<file path="src/rtl/core_types_pkg.sv">
// Shared core sizing constants for the physical register file write path.
// Also holds the small modular-increment helper used by FIFO and arbiter pointers.
package core_types_pkg;

    localparam int PRF_WR_COUNT             = 8;
    localparam int PRF_BANK_COUNT           = 4;
    localparam int LOG_PRF_BANK_COUNT       = $clog2(PRF_BANK_COUNT);
    localparam int PRF_WR_INPUT_BUFFER_SIZE = 2;
    localparam int PR_COUNT                 = 128;
    localparam int LOG_PR_COUNT             = $clog2(PR_COUNT);

    // Increment with wrap to zero at modulus; modulus need not be a power of two.
    function automatic int wrap_inc(input int val, input int modulus);
        return (val + 1 >= modulus) ? 0 : val + 1;
    endfunction

endpackage

</file>
<file path="src/rtl/prf_wr_bank_rr_arb.sv">
// Round-robin arbiter for one PRF write bank.
// The priority pointer moves past the winner on every grant and holds otherwise.
module prf_wr_bank_rr_arb
    import core_types_pkg::*;
#(
    parameter int REQ_COUNT = 8,
    parameter int IDX_W     = $clog2(REQ_COUNT)
) (
    input  logic                 CLK,
    input  logic                 nRST,
    input  logic [REQ_COUNT-1:0] req,
    output logic [REQ_COUNT-1:0] gnt,
    output logic                 gnt_valid,
    output logic [IDX_W-1:0]     gnt_idx
);

    logic [IDX_W-1:0] ptr;

    always_comb begin
        int idx;
        idx       = 0;
        gnt_valid = 1'b0;
        gnt_idx   = '0;
        gnt       = '0;
        for (int k = 0; k < REQ_COUNT; k++) begin
            idx = int'(ptr) + k;
            if (idx >= REQ_COUNT) begin
                idx = idx - REQ_COUNT;
            end
            if (!gnt_valid && req[idx]) begin
                gnt_valid = 1'b1;
                gnt_idx   = IDX_W'(idx);
            end
        end
        gnt[gnt_idx] = gnt_valid;
    end

    always_ff @(posedge CLK or negedge nRST) begin
        if (!nRST) begin
            ptr <= '0;
        end else if (gnt_valid) begin
            ptr <= IDX_W'(wrap_inc(int'(gnt_idx), REQ_COUNT));
        end
    end

endmodule

</file>
<file path="src/rtl/prf_wr_arbiter.sv">
// Collects register writes from all producers into small per-requester FIFOs and
// drains them onto the banked PRF write ports, one round-robin winner per bank.
module prf_wr_arbiter
    import core_types_pkg::*;
#(
    parameter int PRF_WR_COUNT             = core_types_pkg::PRF_WR_COUNT,
    parameter int PRF_BANK_COUNT           = core_types_pkg::PRF_BANK_COUNT,
    parameter int PRF_WR_INPUT_BUFFER_SIZE = core_types_pkg::PRF_WR_INPUT_BUFFER_SIZE,
    parameter int PR_COUNT                 = core_types_pkg::PR_COUNT,
    parameter int LOG_PR_COUNT             = $clog2(PR_COUNT),
    parameter int LOG_PRF_BANK_COUNT       = $clog2(PRF_BANK_COUNT)
) (
    input  logic                                                          CLK,
    input  logic                                                          nRST,
    input  logic [PRF_WR_COUNT-1:0]                                       wr_req_valid_by_req,
    input  logic [PRF_WR_COUNT-1:0][LOG_PR_COUNT-1:0]                     wr_req_PR_by_req,
    input  logic [PRF_WR_COUNT-1:0][31:0]                                 wr_req_data_by_req,
    output logic [PRF_WR_COUNT-1:0]                                       wr_req_ready_by_req,
    output logic [PRF_BANK_COUNT-1:0]                                     prf_WEN_by_bank,
    output logic [PRF_BANK_COUNT-1:0][LOG_PR_COUNT-LOG_PRF_BANK_COUNT-1:0] prf_waddr_by_bank,
    output logic [PRF_BANK_COUNT-1:0][31:0]                               prf_wdata_by_bank,
    output logic [PRF_BANK_COUNT-1:0][LOG_PR_COUNT-1:0]                   prf_wr_PR_by_bank
);

    localparam int DEPTH = PRF_WR_INPUT_BUFFER_SIZE;
    localparam int PTR_W = (DEPTH > 1) ? $clog2(DEPTH) : 1;
    localparam int CNT_W = $clog2(DEPTH + 1);
    localparam int IDX_W = (PRF_WR_COUNT > 1) ? $clog2(PRF_WR_COUNT) : 1;

    logic [CNT_W-1:0]        count     [PRF_WR_COUNT];
    logic [PTR_W-1:0]        wr_ptr    [PRF_WR_COUNT];
    logic [PTR_W-1:0]        rd_ptr    [PRF_WR_COUNT];
    logic [LOG_PR_COUNT-1:0] mem_pr    [PRF_WR_COUNT][DEPTH];
    logic [31:0]             mem_data  [PRF_WR_COUNT][DEPTH];

    logic [PRF_WR_COUNT-1:0] enq;
    logic [PRF_WR_COUNT-1:0] deq;
    logic [PRF_WR_COUNT-1:0] head_valid;
    logic [LOG_PR_COUNT-1:0] head_pr   [PRF_WR_COUNT];
    logic [31:0]             head_data [PRF_WR_COUNT];

    logic [PRF_WR_COUNT-1:0] bank_req     [PRF_BANK_COUNT];
    logic [PRF_WR_COUNT-1:0] bank_gnt     [PRF_BANK_COUNT];
    logic [IDX_W-1:0]        bank_gnt_idx [PRF_BANK_COUNT];
    logic [PRF_BANK_COUNT-1:0] bank_gnt_valid;

    // Ready looks only at registered occupancy, so a same-cycle grant never frees a slot early.
    always_comb begin
        for (int i = 0; i < PRF_WR_COUNT; i++) begin
            wr_req_ready_by_req[i] = (count[i] < CNT_W'(DEPTH));
            enq[i]                 = wr_req_valid_by_req[i] && wr_req_ready_by_req[i];
            head_valid[i]          = (count[i] != '0);
            head_pr[i]             = mem_pr[i][rd_ptr[i]];
            head_data[i]           = mem_data[i][rd_ptr[i]];
        end
    end

    always_comb begin
        for (int b = 0; b < PRF_BANK_COUNT; b++) begin
            for (int i = 0; i < PRF_WR_COUNT; i++) begin
                bank_req[b][i] = head_valid[i] &&
                                 (head_pr[i][LOG_PRF_BANK_COUNT-1:0] == LOG_PRF_BANK_COUNT'(b));
            end
        end
    end

    // A head targets exactly one bank, so OR-ing the bank grants yields at most one dequeue per FIFO.
    always_comb begin
        deq = '0;
        for (int b = 0; b < PRF_BANK_COUNT; b++) begin
            deq = deq | bank_gnt[b];
        end
    end

    for (genvar g = 0; g < PRF_BANK_COUNT; g++) begin : g_bank
        prf_wr_bank_rr_arb #(
            .REQ_COUNT (PRF_WR_COUNT),
            .IDX_W     (IDX_W)
        ) u_arb (
            .CLK       (CLK),
            .nRST      (nRST),
            .req       (bank_req[g]),
            .gnt       (bank_gnt[g]),
            .gnt_valid (bank_gnt_valid[g]),
            .gnt_idx   (bank_gnt_idx[g])
        );
    end

    always_ff @(posedge CLK or negedge nRST) begin
        if (!nRST) begin
            for (int i = 0; i < PRF_WR_COUNT; i++) begin
                count[i]  <= '0;
                wr_ptr[i] <= '0;
                rd_ptr[i] <= '0;
            end
        end else begin
            for (int i = 0; i < PRF_WR_COUNT; i++) begin
                if (enq[i]) begin
                    wr_ptr[i] <= PTR_W'(wrap_inc(int'(wr_ptr[i]), DEPTH));
                end
                if (deq[i]) begin
                    rd_ptr[i] <= PTR_W'(wrap_inc(int'(rd_ptr[i]), DEPTH));
                end
                case ({enq[i], deq[i]})
                    2'b10:   count[i] <= count[i] + 1'b1;
                    2'b01:   count[i] <= count[i] - 1'b1;
                    default: count[i] <= count[i];
                endcase
            end
        end
    end

    // Storage needs no reset: an entry is only read once occupancy says it was written.
    always_ff @(posedge CLK) begin
        for (int i = 0; i < PRF_WR_COUNT; i++) begin
            if (enq[i]) begin
                mem_pr[i][wr_ptr[i]]   <= wr_req_PR_by_req[i];
                mem_data[i][wr_ptr[i]] <= wr_req_data_by_req[i];
            end
        end
    end

    always_ff @(posedge CLK or negedge nRST) begin
        if (!nRST) begin
            prf_WEN_by_bank   <= '0;
            prf_waddr_by_bank <= '0;
            prf_wdata_by_bank <= '0;
            prf_wr_PR_by_bank <= '0;
        end else begin
            for (int b = 0; b < PRF_BANK_COUNT; b++) begin
                prf_WEN_by_bank[b] <= bank_gnt_valid[b];
                if (bank_gnt_valid[b]) begin
                    prf_waddr_by_bank[b] <= head_pr[bank_gnt_idx[b]][LOG_PR_COUNT-1:LOG_PRF_BANK_COUNT];
                    prf_wdata_by_bank[b] <= head_data[bank_gnt_idx[b]];
                    prf_wr_PR_by_bank[b] <= head_pr[bank_gnt_idx[b]];
                end
            end
        end
    end

endmodule

</file>
<file path="config.mk">
export PLATFORM = sky130hd
export DESIGN_NAME = prf_wr_arbiter
export DESIGN_NICKNAME = d
export VERILOG_FILES = /design/src/rtl/core_types_pkg.sv /design/src/rtl/prf_wr_bank_rr_arb.sv /design/src/rtl/prf_wr_arbiter.sv
export SDC_FILE = /design/constraint.sdc
export NUM_CORES = 2
export LEC_CHECK = 0
export CAP_MARGIN = 20
export CORE_ASPECT_RATIO = 0.8
export CORE_MARGIN = 3
export CORE_UTILIZATION = 55
export CTS_CLUSTER_DIAMETER = 100
export DETAILED_ROUTE_END_ITERATION = 6
export GPL_TIMING_DRIVEN = 0
export PLACE_DENSITY_LB_ADDON = 0.15
export SYNTH_ARGS = -nofsm -noshare
export SYNTH_HDL_FRONTEND = slang
export SYNTH_SLANG_ARGS = --single-unit
</file>
<file path="constraint.sdc">
create_clock -name CLK -period 4.95 [get_ports CLK]
set_input_delay 1.485 -clock CLK [delete_from_list [all_inputs] [get_ports CLK]]
set_output_delay 1.485 -clock CLK [all_outputs]
set_load 0.005 [all_outputs]
</file>
==> results by group <==
Synthesis
  – Synth Register Bits: 828
  – Netlist cell types: 92
  – Share of the synthesized area in the top cell type: 42.6%
  – Syn avg cell area: 12.8 um^2
  – Synthesized netlist cell count: 3449
  – Main synth FF type: edfxtp_1
  – Syn Std Cell Area: 44000 um^2
  – Top cells by area, synth: edfxtp_1 43%, mux2i_1 15%, dfrtp_1 12%
  – Syn_nets: 3791
  – Largest family of logic cells by synthesized area: multiplexers
  – Post-synth EDFFs: 624
  – Ys async rst share: 24.6%
  – Yosys warns: 0
  – Post-synthesis mux area share: 23.1%
  – Compound-Gate Fraction of Synth Area: 10.6%
  – XOR/XNOR Fraction of Synth Area: 1.01%
  – Simple-Gate Fraction of Synth Area: 7.23%
  – Largest area contributor in the netlist: edfxtp_1
  – Sequential area share after synthesis: 54.2%
  – Post-Synth Adder-Cell Area: 0.569%

Timing
  – Slew Limit Fails: 0
  – Clk_skew: 0.0511 ns
  – Worst-margin pin slew: 1.38 ns
  – Final Critical Period: 5.11 ns
  – Fmax: 196 MHz
  – Slew HR: 5.04%
  – Finish-stage setup viols: 23
  – Final critical-path share of the clock period: 103%
  – Final hold vios: 0
  – Unrepaired setup endpoints after global routing: true
  – PnR worst setup slack: -0.155 ns

Clock network
  – # hold bufs at CTS: 0
  – Bufs on Longest Clock Path: 3
  – Clock latency on the worst-skew pair: 0.71 ns
  – CTS buffer count: 84
  – Reg clk slew, reported paths: 0.06 ns
  – Clk root buf: clkbuf_16
  – CTS H-tree depth: 3
  – Clock sinks: 828
  – CTS tree: built

Detailed routing
  – Post-route DRC violation count: 157
  – Post-route ant nets: 0
  – DR WL/cell: 38.3 um
  – Via density per instance: 7.20
  – DR iter-0 viols: 7235
  – Vias: 37600
  – DRT Pass-1 Iters: 7
  – Routed WL: 200 mm

Layout
  – Fill count: 5681
  – Non-filler cells, final: 5219
  – Layout cells sized above 1: 17.4%
  – Commonest non-fill, non-tap cells in the layout: 637 x mux2i_1, 624 x edfxtp_1, 508 x clkdlybuf4s50_1, 268 x nand2_1, 207 x nor2_1
  – Area grow syn2layout: 25.0%
  – Nets: 4449
  – Post-Layout Inst Area: 55000 um^2
  – Most common cell after layout, fill and taps aside: mux2i_1
  – Utilization after layout: 69.6%

Outcome
  – Failing checks: design-rule violations, negative setup slack
  – Outcome: finished with violations

Min path
  – Hold wc startpoint: prf_wr_PR_by_bank[21]$_DFFE_PN0P_
  – Worst hold path depth: 1
  – Min-Delay Endpoint: prf_wr_PR_by_bank[21]$_DFFE_PN0P_
  – HP Class: flip-flop to flip-flop

Placed design
  – HPWL Detailed: 150 mm
  – Placed cells: 5016
  – DP Area: 51000 um^2
  – GPL Wtd Cong: 1.15
  – IO Port Bufs: 509

Worst setup path
  – Worst r2r path cells: 12
  – Slowest stage delay, CP: 0.98 ns
  – CP Buf/Inv Count: 5
  – Crit Reg-Reg Startpoint: g_bank[0].u_arb.ptr[0]$_DFFE_PN0P_
  – Arrival @ worst endpoint: 5.73 ns
  – Most used cell along the critical path: buf_4
  – CP max-delay cell: clkbuf_1
  – Maximum fanout along the worst path: 10
  – R2R Path End: prf_wdata_by_bank[30]$_DFFE_PN0P_
  – CP cell instances: clkbuf_4 > inv_6 > buf_4 > ha_2 > xor2_4 > mux4_2 > nor4_4 > buf_4 > clkbuf_1 > nor2_1 > o22ai_1 > o22a_1
  – Worst setup EP type: flip-flop
  – Worst Path Required: 5.57 ns
  – WS Path Type: flip-flop to flip-flop
  – Reg2Reg Setup Slack: -0.16 ns
  – CP top delay family: buffers and inverters
  – Critical path startpoint category: flip-flop

Die
  – Starting Density: 55.7%
  – Die W: 322 um
  – Core Area: 79100 um^2
  – # rows: 92
  – IO Pins: 510
  – Die height: 259 um
  – Die Area: 83500 um^2

GRT
  – Number of global-route vias before repair: 35000
  – Total gr overflow: 0
  – First-pass GRT wire length: 268 mm
  – Antenna violations before repair: 6
  – GR Util All Layers: 46.6%
  – Pin count of the biggest net entering global routing: 94

Flow run
  – Max_cap viols: 0
==> sequential cells by signal, summed over array words and instances (netlist names) <==
register and flops:
prf_wdata_by_bank 128, prf_WEN_by_bank 4, wr_ptr 8, mem_data 512
g_bank.u_arb.ptr 12, rd_ptr 8, mem_pr 112, prf_wr_PR_by_bank 8
count 16, prf_waddr_by_bank 20
==> cells by family (layout without fill, tap and decap cells) <==
| kind of cell | Yosys count | after routing |
|---|---|---|
| muxes | 874 | 874 |
| DFF | 828 | 828 |
| and+or+nand+nor | 710 | 710 |
| AOI/OAI and AO/OA | 655 | 655 |
| buffers and inverters | 311 | 1041 |
| xor gates and xnor gates | 51 | 51 |
| adders and majority gates | 20 | 20 |
| other | 0 | 6 |
==> synth_stat cells, drive strengths merged, types with 6 or more instances <==
master	n
o22a	17
o21a	14
a2bb2oi	26
dfrtp	204
a221oi	17
o2111ai	7
xnor2	39
o21ai	78
nand2	270
and3	12
nand4	14
o211ai	28
mux2	120
a21boi	7
a22oi	73
buf	134
mux2i	657
clkbuf	131
o32a	10
inv	43
nor3	51
edfxtp	624
a21oi	110
nand3	62
a211oi	50
nor2	230
ha	20
o31ai	7
a31oi	72
or3	6
nor4	9
o22ai	25
mux4	97
and2	30
xor2	12
or2	14
nand2b	6
a32oi	55
==> worst reg2reg max path: stages (launching register included) <==
cell and delay, ns:
dfrtp_1 0.38, clkbuf_4 0.27, inv_6 0.22, buf_4 0.25, ha_2 0.25, xor2_4 0.30, mux4_2 0.61, nor4_4 0.43
buf_4 0.29, clkbuf_1 0.99, nor2_1 0.16, o22ai_1 0.69, o22a_1 0.24
==> routing by layer <==
metal / wire length [um] / up-vias / GRT usage (%)
li1: - / 14700 / -
met1: 73500 / 18500 / 61.2
met2: 75200 / 3645 / 59.4
met3: 39300 / 779 / 30.4
met4: 10700 / 22 / 19.1
met5: 1240 / - / 7.19
==> metrics by stage <==
step	TNS (ns)	hold WS, ns	worst slack [ns]
after floorplan	0	0.459	0.651
after global placement	-1869.26	0.454	-8.00
after detailed placement	-107.12	0.457	-1.15
after CTS	0	0.472	0.000546
after global routing	-0.0469	0.480	-0.0186
final	-0.989	0.472	-0.155
==> worst max path at each step <==
| stage | startpoint | endpoint | slack, ns | depth (start not counted) |
|---|---|---|---|---|
| after CTS | rd_ptr[4]$_DFFE_PN0N_ | count[15]$_DFFE_PN0P_ | 0.0005 | 17 |
| final | g_bank[0].u_arb.ptr[0]$_DFFE_PN0P_ | prf_wdata_by_bank[30]$_DFFE_PN0P_ | -0.16 | 12 |
| after global placement | nRST | prf_wdata_by_bank[9]$_DFFE_PN0P_ | -8.00 | 1 |
| after global routing | g_bank[2].u_arb.ptr[0]$_DFFE_PN0P_ | count[13]$_DFFE_PN0P_ | -0.02 | 17 |
| after floorplan | g_bank[1].u_arb.ptr[1]$_DFFE_PN0P_ | count[7]$_DFFE_PN0P_ | 0.65 | 17 |
| after detailed placement | rd_ptr[0]$_DFFE_PN0N_ | count[5]$_DFFE_PN0P_ | -1.15 | 15 |
==> final cells by class <==
class                      instances  area (um^2)  area share [%]
antenna                            6         15.0          0.0273
tap                             1034         1290            2.35
clock inverter                    51          587            1.07
multi-input combinational       2310        19500            35.4
buffer                           257         1370            2.50
sequential                       828        23800            43.3
clock buffer                     107         2280            4.14
timing repair buffer             580         5970            10.9
inverter                          46          181           0.330
==> what timing repair did <==
action / 4_1_cts / 5_1_grt
gates resized for setup: 107 / 93
setup endpoints to repair: 179 / 130
pin swaps: 7 / 8
buffers inserted: 10 / 12
Power is not shown: default switching activity piles up to over one toggle a cycle in this logic, so the estimate is an artifact.
